===== src/rtl/booths_div.sv =====
// rtl/booths_div.sv - sequential signed restoring divider with fixed N+1 clock latency
module booths_div #(
    parameter int N = 4
) (
    input  logic         clk,
    input  logic         rst,
    input  logic         start,
    input  logic [N-1:0] dvd,
    input  logic [N-1:0] dvs,
    output logic [N-1:0] quo,
    output logic [N-1:0] rem,
    output logic         busy,
    output logic         done,
    output logic         dbz,
    output logic         ovf
);

    localparam int CW = $clog2(N + 1);
    localparam logic [N-1:0] MOST_NEG = {1'b1, {(N-1){1'b0}}};

    typedef enum logic [1:0] {
        S_IDLE = 2'd0,
        S_ITER = 2'd1,
        S_FIX  = 2'd2
    } state_t;

    state_t        r_state;
    state_t        w_next;
    logic          w_accept;
    logic          w_fix;

    logic [CW-1:0] r_cnt;
    logic [N-1:0]  r_prem;      // partial remainder; the trial-subtract carry bit lives in w_shift
    logic [N-1:0]  r_qreg;
    logic [N-1:0]  r_dvs_mag;
    logic [N-1:0]  r_dvd;
    logic          r_sign_q;
    logic          r_sign_r;
    logic          r_is_dbz;
    logic          r_is_ovf;

    logic [N-1:0]  w_dvd_mag;
    logic [N-1:0]  w_dvs_mag;
    logic [N:0]    w_shift;
    logic [N:0]    w_diff;
    logic [N-1:0]  w_quo_fix;
    logic [N-1:0]  w_rem_fix;

    assign w_dvd_mag = dvd[N-1] ? (~dvd + 1'b1) : dvd;
    assign w_dvs_mag = dvs[N-1] ? (~dvs + 1'b1) : dvs;

    // One restoring step: shift the next dividend bit into the remainder and trial-subtract.
    assign w_shift = {r_prem, r_qreg[N-1]};
    assign w_diff  = w_shift - {1'b0, r_dvs_mag};

    assign w_quo_fix = r_sign_q ? (~r_qreg + 1'b1) : r_qreg;
    assign w_rem_fix = r_sign_r ? (~r_prem + 1'b1) : r_prem;

    // State register.
    always_ff @(posedge clk or negedge rst) begin
        if (!rst) begin
            r_state <= S_IDLE;
        end else begin
            r_state <= w_next;
        end
    end

    // Next-state logic; ITER leaves on the edge where the counter reaches zero.
    always_comb begin
        w_next   = r_state;
        w_accept = 1'b0;
        w_fix    = 1'b0;
        case (r_state)
            S_IDLE: begin
                if (start) begin
                    w_accept = 1'b1;
                    w_next   = S_ITER;
                end
            end
            S_ITER: begin
                if (r_cnt == CW'(1)) begin
                    w_next = S_FIX;
                end
            end
            S_FIX: begin
                w_fix  = 1'b1;
                w_next = S_IDLE;
            end
            default: w_next = S_IDLE;
        endcase
    end

    // Operand capture and iteration datapath.
    always_ff @(posedge clk or negedge rst) begin
        if (!rst) begin
            r_cnt     <= '0;
            r_prem    <= '0;
            r_qreg    <= '0;
            r_dvs_mag <= '0;
            r_dvd     <= '0;
            r_sign_q  <= 1'b0;
            r_sign_r  <= 1'b0;
            r_is_dbz  <= 1'b0;
            r_is_ovf  <= 1'b0;
        end else if (w_accept) begin
            r_cnt     <= CW'(N);
            r_prem    <= '0;
            r_qreg    <= w_dvd_mag;
            r_dvs_mag <= w_dvs_mag;
            r_dvd     <= dvd;
            r_sign_q  <= dvd[N-1] ^ dvs[N-1];
            r_sign_r  <= dvd[N-1];
            r_is_dbz  <= (dvs == '0);
            r_is_ovf  <= (dvd == MOST_NEG) && (&dvs);
        end else if (r_state == S_ITER) begin
            r_cnt  <= r_cnt - 1'b1;
            r_prem <= w_diff[N] ? w_shift[N-1:0] : w_diff[N-1:0];
            r_qreg <= {r_qreg[N-2:0], ~w_diff[N]};
        end
    end

    // Result registers, flags and handshake; results only move at the FIX edge.
    always_ff @(posedge clk or negedge rst) begin
        if (!rst) begin
            quo  <= '0;
            rem  <= '0;
            busy <= 1'b0;
            done <= 1'b0;
            dbz  <= 1'b0;
            ovf  <= 1'b0;
        end else begin
            done <= w_fix;
            if (w_accept) begin
                busy <= 1'b1;
            end else if (w_fix) begin
                busy <= 1'b0;
            end
            if (w_fix) begin
                dbz <= r_is_dbz;
                ovf <= r_is_ovf && !r_is_dbz;
                if (r_is_dbz) begin
                    quo <= '1;
                    rem <= r_dvd;
                end else if (r_is_ovf) begin
                    quo <= MOST_NEG;
                    rem <= '0;
                end else begin
                    quo <= w_quo_fix;
                    rem <= w_rem_fix;
                end
            end
        end
    end

endmodule


===== config.mk =====
export PLATFORM = sky130hd
export DESIGN_NAME = booths_div
export DESIGN_NICKNAME = d
export VERILOG_FILES = /design/src/rtl/booths_div.sv
export SDC_FILE = /design/constraint.sdc
export NUM_CORES = 1
export LEC_CHECK = 0
export ABC_AREA = 1
export BUFFER_PORTS_ARGS = -buffer_cell sky130_fd_sc_hd__buf_2
export CAP_MARGIN = 5
export CORE_ASPECT_RATIO = 1.25
export CORE_MARGIN = 1.5
export CORE_UTILIZATION = 50
export DETAILED_ROUTE_END_ITERATION = 8
export GPL_ROUTABILITY_DRIVEN = 0
export PLACE_DENSITY = 0.7
export REMOVE_ABC_BUFFERS = 1
export SLEW_MARGIN = 20
export SYNTH_ARGS = -nofsm -noshare
export SYNTH_HDL_FRONTEND = slang
export SYNTH_SLANG_ARGS = --single-unit

===== constraint.sdc =====
create_clock -name clk -period 2.02 [get_ports clk]
set_input_delay 0.202 -clock clk [delete_from_list [all_inputs] [get_ports clk]]
set_output_delay 0.202 -clock clk [all_outputs]
set_load 0.02 [all_outputs]

==> results.cfg, run 1 <==
[status]
status = finished, violations left
violations = negative hold slack

[clock_network]
post_cts_buffers = 0
cts_root_buf = clkbuf_8
clock-sinks = 36
cts.path.max_buffers = 2
htree_num_levels = 2
cts_tree = built
postCtsResizedCells = 0
clkTransAtPathRegs_ns = 0.07
postCtsHoldBufs = 0
cts_buffers = 5
clk_latency_ns = 0.29

[global_route]
grt_usage = 0.193
grt_pass1_vias = 1404
grt_antenna_before_repair = 0
top_usage_layer = met2
met2_usage = 0.304
grt_first_pass_wirelength_um = 6260
overflow = 0
globalRouteMet3Util = 0.0496
use_met1 = 0.252
grt_max_degree = 37

[timing]
hold_viol_final = 12
fin_crit_sh = 0.933
final-setup-viol-count = 0
tns_ns = 0
fmax_ghz = 0.531
skew_ns = 0.00568
worst_pin_slew_ns = 0.803
period_minus_slack_ns = 1.88
timing.hold.ws_ns = -0.00208
slew_headroom = 0.465
slew_viol_final = 0
rsz0062_at_grt = no

[hold_path]
hold_path.class = in -> async

[worst_setup_path]
r2r-start = r_qreg[3]
timing.rr.end = r_prem[2]
cp.arrival_ns = 2.07
rrSetupSlack_ns = 0.14
cp.required_ns = 2.20
ff2ff_path_depth = 11
startpoint_type = flop
critPathMaxFanout = 5
end_kind = flop
criticalPathCategory = reg -> reg

[cells_and_area]
drive_above_1_share = 0.191
antenna_cells = 0
layout_commonest_cell = nand2_1
fin_cells = 296
most-common-layout-cells = nand2_1, dfrtp_1, inv_1, buf_2, nand3_1
postLayoutCellArea_um2 = 2220
layout.nets = 278
final_core_util = 0.592
synthToLayoutAreaGrowth_pct = 13.8

[pwr]
power.density_nw_per_um2 = 1670
vdd_drop_max_mv = 0.681
leakagePower_nw = 1.18

[synth]
ys_seq_area_frac = 0.462
ys_types = 29
synth_seq_cells = 36
ys.warnings.count = 0
avgSynthCellArea_um2 = 8.64
syn_area_um2 = 1950
synth_cells = 226

[routing]
first_pass_iters = 4
vias = 1545
post_drt_wl_per_cell_um = 12.5
antenna_left = 0
routed_via_density = 5.22
wl_um = 3700
drcViolationCount = 0
drt-initial-drc-count = 73

[placed_design]
portBuffers = 22
numPlacedInstances = 288
placed_area_um2 = 2110
hpwl_um = 2810

[die]
io_pins = 23
core_um2 = 3750
die_h_um = 72.9
rows = 25
fp.dieArea_um2 = 4290
die_x_um = 58.9
start_util = 0.520

[flow_run]
drv_cap = 0
-- cell families (layout without fill, tap and decap cells) --
group | count (synthesis) | in the layout | share of synthesized area
flip-flops | 36 | 36 | 0.462
buffers and inverters | 41 | 71 | 0.0872
AND/OR/NAND/NOR | 99 | 99 | 0.241
adder cells (fa/ha/maj) | 12 | 12 | 0.0808
AO/OA/AOI/OAI | 34 | 34 | 0.112
XOR/XNOR | 4 | 4 | 0.0179
-- where the power goes --
group / total [mW] / switching, mW / internal (mW)
registers: 1.26 / 0.213 / 1.05
clock network: 0.622 / 0.256 / 0.366
logic: 1.83 / 1.15 / 0.681
total: 3.72 / 1.62 / 2.10
-- cells in the mapped netlist, drive strengths merged --
cell type	n	area share
nor2	11	0.041
xor2	4	0.018
nand3	21	0.054
clkinv	1	0.0019
nor3	2	0.0051
a21oi	4	0.010
ha	11	0.071
nand4	4	0.013
fa	1	0.010
nand3b	1	0.0038
o21ai	16	0.041
o22ai	2	0.0064
a22oi	1	0.0064
nand2	60	0.12
a31oi	2	0.0064
buf	2	0.0083
inv	38	0.077
o211ai	7	0.032
dfrtp	36	0.46
o221ai	2	0.0090
-- how the worst max path moves through the flow --
stage / from / endpoint / slack, ns
after floorplan: r_qreg[3] / r_prem[1] / 0.33
final: r_qreg[3] / r_prem[2] / 0.14
after global placement: r_qreg[3] / r_prem[2] / 0.22
after global routing: r_qreg[3] / r_prem[0] / 0.006
after detailed placement: r_qreg[3] / r_prem[2] / 0.13
after CTS: r_qreg[3] / r_prem[2] / 0.12
-- sequential cells by signal, indices dropped and copies added, names as in the netlist --
signal     cells
busy           1
dbz            1
done           1
ovf            1
quo            4
r_cnt          3
r_dvd          4
r_dvs_mag      4
r_is_dbz       1
r_is_ovf       1
r_prem         4
r_qreg         4
r_sign_q       1
r_state        2
rem            4
-- worst max-delay path: stages, from the launching register on --
cell and delay [ns]:
dfrtp_1 0.35, inv_1 0.09, ha_1 0.24, fa_1 0.41, inv_1 0.08, nand3_1 0.08, nand2_1 0.08, nand2_1 0.12
nand2_2 0.14, nand2_1 0.08, nand3_1 0.07, nand2_1 0.05
-- final cells by class --
cell class	count	area, µm²
Clock buffer	6	72.6
Clock inverter	2	35.0
Fill cell	358	1530
Inverter	39	154
Multi-Input combinational cell	149	883
Sequential cell	36	901
Tap cell	40	50.0
Timing Repair Buffer	24	125
-- per-layer routing --
layer,up-vias,routed length (µm)
met5,-,0
li1,790,-
met3,8,150
met2,34,1730
met1,713,1750
met4,0,71
-- per-stage QoR --
step / total power, mW / setup WS [ns] / hold WS (ns)
floorplan: 2.63 / 0.331 / -0.0936
global placement: 3.06 / 0.219 / 0.329
detailed placement: 3.11 / 0.131 / 0.336
CTS: 3.74 / 0.116 / 0.0216
global route: 4.07 / 0.00598 / 0.0605
finish: 3.72 / 0.136 / -0.00208
Note: power is estimated with default switching activity, not from simulation.
==> run 2: changes to the inputs <==
Settings changed: REMOVE_ABC_BUFFERS 1 to unset.
==> run 2 against run 1 <==
  * The run still ends with negative hold slack left
  * Worst setup slack better by 0.067 ns
  * Combinational power about the same
  * Worst hold slack got worse by 0.0085 ns
  * Clock skew decreased by 0.0041 ns
  * Die area stayed put
  * Final area fell by 0.39%
  * Sequential share of layout area rose by 0.16 points
  * Clock power is 14% lower
  * Via count is essentially flat
  * First-iteration DRC count decreased by 41%
  * Flip-flop and latch count unchanged
  * Power is 2.2% lower
==> results.cfg, run 2 (same netlist as run 1, synthesis figures left out) <==
[timing]
worst_pin_slew_ns = 0.790
skew_ns = 0.00161
slew_viol_final = 0
period_minus_slack_ns = 1.82
rsz0062_at_grt = no
timing.hold.ws_ns = -0.0106
worst_slack_ns = 0.203
fin_crit_sh = 0.900
tns_ns = 0
slew_headroom = 0.474
fmax_ghz = 0.550
hold_viol_final = 36
final-setup-viol-count = 0

[die]
io_pins = 23
die_x_um = 58.9
rows = 25
die_h_um = 72.9
start_util = 0.520
fp.dieArea_um2 = 4290
core_um2 = 3750

[placed_design]
hpwl_um = 2850
portBuffers = 22
preCtsSetupSlack_ns = 0.223

[worst_setup_path]
rrSetupSlack_ns = 0.20
timing.rr.end = r_prem[0]
startpoint_type = flop
cp.arrival_ns = 2.00
criticalPathCategory = reg -> reg
r2r-start = r_qreg[3]
ff2ff_path_depth = 11
cp.required_ns = 2.21
end_kind = flop
critPathMaxFanout = 5

[cells_and_area]
layout_commonest_cell = nand2_1
most-common-layout-cells = nand2_1, dfrtp_1, inv_1, buf_2, nand3_1
synthToLayoutAreaGrowth_pct = 13.3
n_fill_cell = 346
multiInputGateArea_um2 = 881
antenna_cells = 0
drive_above_1_share = 0.191
regArea_um2 = 901
layout.nets = 279

[routing]
drt-initial-drc-count = 43
vias = 1544
post_drt_wl_per_cell_um = 12.6
drcViolationCount = 0
first_pass_iters = 4
routed_via_density = 5.20
antenna_left = 0
wl_um = 3760

[clock_network]
cts_tree = built
cts.path.max_buffers = 2
cts_buffers = 5
postCtsResizedCells = 0
clkTransAtPathRegs_ns = 0.07
clk_latency_ns = 0.29
postCtsHoldBufs = 0
clock-sinks = 36
post_cts_buffers = 0
htree_num_levels = 2
cts_root_buf = clkbuf_8

[global_route]
grt_usage = 0.200
grt_max_degree = 37
grt_antenna_before_repair = 0
grt_pass1_vias = 1483
overflow = 0
grt_first_pass_wirelength_um = 6380

[hold_path]
hold_path.class = in -> async

[status]
violations = negative hold slack
status = finished, violations left

[flow_run]
drv_cap = 0

[pwr]
vdd_drop_max_mv = 0.649
power.density_nw_per_um2 = 1640
leakagePower_nw = 1.17

[synth]
synth.net_count = 249
==> run 2: cell types whose count changed in the layout (fill, tap and decap cells not counted), sizes merged <==
cell,previous run,this run
buf,24,25
bufinv,1,0
clkbuf,6,7
clkinv,2,1
clkinvlp,0,1
==> run 2: report_power, final <==
group          internal [mW]  total [mW]  switching (mW)
Combinational          0.689        1.84            1.15
Clock                  0.277       0.538           0.261
Sequential              1.05        1.26           0.206
==> run 2: area by class of cell <==
| class | count | share of cell area |
|---|---|---|
| multi-input combinational | 149 | 0.398 |
| sequential | 36 | 0.407 |
| clock inverter | 1 | 0.00339 |
| tap | 40 | 0.0226 |
| timing repair buffer | 25 | 0.0600 |
| inverter | 39 | 0.0696 |
| clock buffer | 7 | 0.0390 |
==> run 2: worst max-delay path by stage <==
stage | start | to | cells past startpoint
2_1_floorplan | r_qreg[3] | r_prem[1] | 11
3_3_place_gp | r_qreg[3] | r_prem[1] | 11
3_5_place_dp | r_qreg[3] | r_prem[1] | 11
4_1_cts | r_qreg[3] | r_prem[1] | 11
5_1_grt | r_qreg[3] | r_prem[1] | 11
6_report | r_qreg[3] | r_prem[0] | 11
==> run 2: critical path, cell delays in order, from the launching register on <==
cell and delay (ns):
dfrtp_1 0.34, inv_1 0.05, ha_1 0.23, fa_1 0.40
inv_1 0.07, nand3_1 0.08, nand2_1 0.08, nand2_1 0.11
nand2_1 0.18, nand2_1 0.07, nand3_1 0.07, nand2_1 0.05
==> run 2: stage by stage <==
stage	cells	total power, mW	hold WS [ns]	instance area [µm²]	utilization
6_report	297	3.64	-0.0106	2210	0.589
3_3_place_gp	289	3.07	0.330	2120	0.564
4_1_cts	297	3.66	0.0254	2210	0.589
3_5_place_dp	289	3.12	0.337	2120	0.564
2_1_floorplan	226	2.65	-0.0936	1950	-
5_1_grt	297	3.99	0.0376	2210	0.589
==> run 2: layer usage <==
metal,track usage,vias to the layer above,part of all wire
met5,0,-,0
li1,-,800,-
met3,0.0674,8,0.037
met1,0.234,708,0.46
met2,0.330,28,0.48
met4,0.0859,0,0.018
==> run 3: changes to the inputs <==
Settings changed: CTS_CLUSTER_DIAMETER set to 100, SETUP_SLACK_MARGIN set to 0.5.
Clock period 2.02 ns to 1.85 ns, I/O delays scaled along.
==> run 3 against run 2 <==
  * The flow now finishes without violations
  * Flip-flop and latch count unchanged
  * Maximum frequency rose by 13%
  * Sequential power rose by 10%
  * Final cell count grew 3.4%
  * Sequential share of layout area shrank 2.6 points
  * Count of clock-buffer cells in the layout did not move
  * Critical path depth is 2 lower
  * Combinational power grew 34%
  * Critical path type unchanged
==> results.cfg, run 3 (same netlist as run 1, synthesis figures left out) <==
[cells_and_area]
n_fill_cell = 307
layout_commonest_cell = nand2_1
layout.nets = 289
most-common-layout-cells = nand2_1, dfrtp_1, inv_1, buf_2, nand3_1
drive_above_1_share = 0.270
synthToLayoutAreaGrowth_pct = 21.1
fin_cells = 307
antenna_cells = 0

[worst_setup_path]
startpoint_type = flop
crit_path_start = r_qreg[3]
worst-path-buf-inv = 2
end_kind = flop
critPathMaxFanout = 5
crit_path_frequent_cell = inv_2
crit_slowest_cell = dfrtp_1
endpoint = r_qreg[0]
crit_path_max_incr_delay_ns = 0.37
cp.required_ns = 2.01
rrSetupSlack_ns = 0.24
cp_num_cells = 9
crit_family = adder cells
timing.rr.end = r_qreg[0]
criticalPathCategory = reg -> reg
ff2ff_path_depth = 9
r2r-start = r_qreg[3]
crit_chain = inv_2, ha_4, fa_2, inv_2, nand3_4, nand3_2, nand2_4, nand2_1, o211ai_1
cp.arrival_ns = 1.77

[clock_network]
cts.path.max_buffers = 2
htree_num_levels = 2
cts_buffers = 5
clock-sinks = 36
cts_root_buf = clkbuf_8
cts_tree = built
clk_latency_ns = 0.29
clkTransAtPathRegs_ns = 0.07

[global_route]
grt_max_degree = 16
grt_usage = 0.215
overflow = 0
grt_first_pass_wirelength_um = 6820
grt_pass1_vias = 1555
grt_antenna_before_repair = 0

[die]
rows = 25
start_util = 0.520
fp.dieArea_um2 = 4290
io_pins = 23
die_h_um = 72.9
core_um2 = 3750
die_x_um = 58.9

[synth]
synth.net_count = 249

[hold_path]
hold_path.class = in -> reg
min_path_cells = 2

[routing]
post_drt_wl_per_cell_um = 14.0
drcViolationCount = 0
routed_via_density = 5.27
wl_um = 4290
antenna_left = 0
first_pass_iters = 4
drt-initial-drc-count = 49
vias = 1618

[flow_run]
drv_cap = 0

[placed_design]
hpwl_um = 3050
portBuffers = 22
numPlacedInstances = 289

[timing]
final-setup-viol-count = 0
tns_ns = 0
worst_pin_slew_ns = 0.323
period_minus_slack_ns = 1.61
slew_viol_final = 0
slew_headroom = 0.785
skew_ns = 0.00375
hold_viol_final = 0
rsz0062_at_grt = yes
fin_crit_sh = 0.870
fmax_ghz = 0.621

[pwr]
vdd_drop_max_mv = 0.654
leakagePower_nw = 1.23
power.density_nw_per_um2 = 1880
finalPower_mw = 4.44

[status]
status = finished, final reports clean
[run 3: changes by cell type in the layout (fill, tap and decap cells not counted), sizes merged]
| cell | change |
|---|---|
| dlygate4sd3 | +1 |
| inv | +1 |
| buf | +9 |
| clkinv | -1 |
[run 3: metal layers]
metal / GRT usage / vias up / wire (µm) / part of all wire
met3: 0.0532 / 4 / 160 / 0.037
met2: 0.378 / 46 / 2230 / 0.52
met1: 0.241 / 751 / 1830 / 0.43
met4: 0.0934 / 0 / 59 / 0.014
li1: - / 817 / - / -
met5: 0 / - / 0 / 0
[run 3: area by class of cell]
| type | count | area, µm² | area share |
|---|---|---|---|
| clock inverters | 1 | 7.51 | 0.00318 |
| inverters | 39 | 154 | 0.0651 |
| well taps | 40 | 50.0 | 0.0212 |
| multi-input cells | 149 | 950 | 0.402 |
| flip-flops and latches | 36 | 902 | 0.382 |
| clock buffers | 7 | 86.3 | 0.0365 |
| repair buffers | 35 | 214 | 0.0905 |
[run 3: per-stage QoR]
stage	hold slack, ns	setup WS, ns	instance area [µm²]	utilization
after floorplan	-0.111	0.296	1980	-
after global placement	0.0952	0.206	2150	0.572
after detailed placement	0.0956	0.179	2150	0.572
after CTS	0.130	0.276	2300	0.612
after global routing	0.137	0.151	2360	0.630
final	0.126	0.241	2360	0.630
[run 3: worst min-delay path by stage]
stage	slack [ns]	startpoint	to
2_1_floorplan	-0.11	rst	busy
3_3_place_gp	0.1	rst	rem[0]
3_5_place_dp	0.1	rst	rem[1]
4_1_cts	0.13	dvs[2]	r_dvs_mag[3]
5_1_grt	0.14	dvs[2]	r_dvs_mag[3]
6_report	0.13	dvs[2]	r_dvs_mag[3]
[run 3: repair_timing]
item,4_1_cts,5_1_grt
setup buffers,4,5
pin swaps,3,1
endpoints found under the hold margin,12,0
hold buffers,1,0
endpoints found under the setup margin,5,13
gates resized for setup,5,8
[run 3: where the power goes]
part	leakage [nW]	total, mW	switching (mW)	internal (mW)
clock	0.0445	0.584	0.282	0.303
combinational	0.747	2.46	1.48	0.985
sequential	0.439	1.39	0.244	1.15
total	1.23	4.44	2.00	2.44
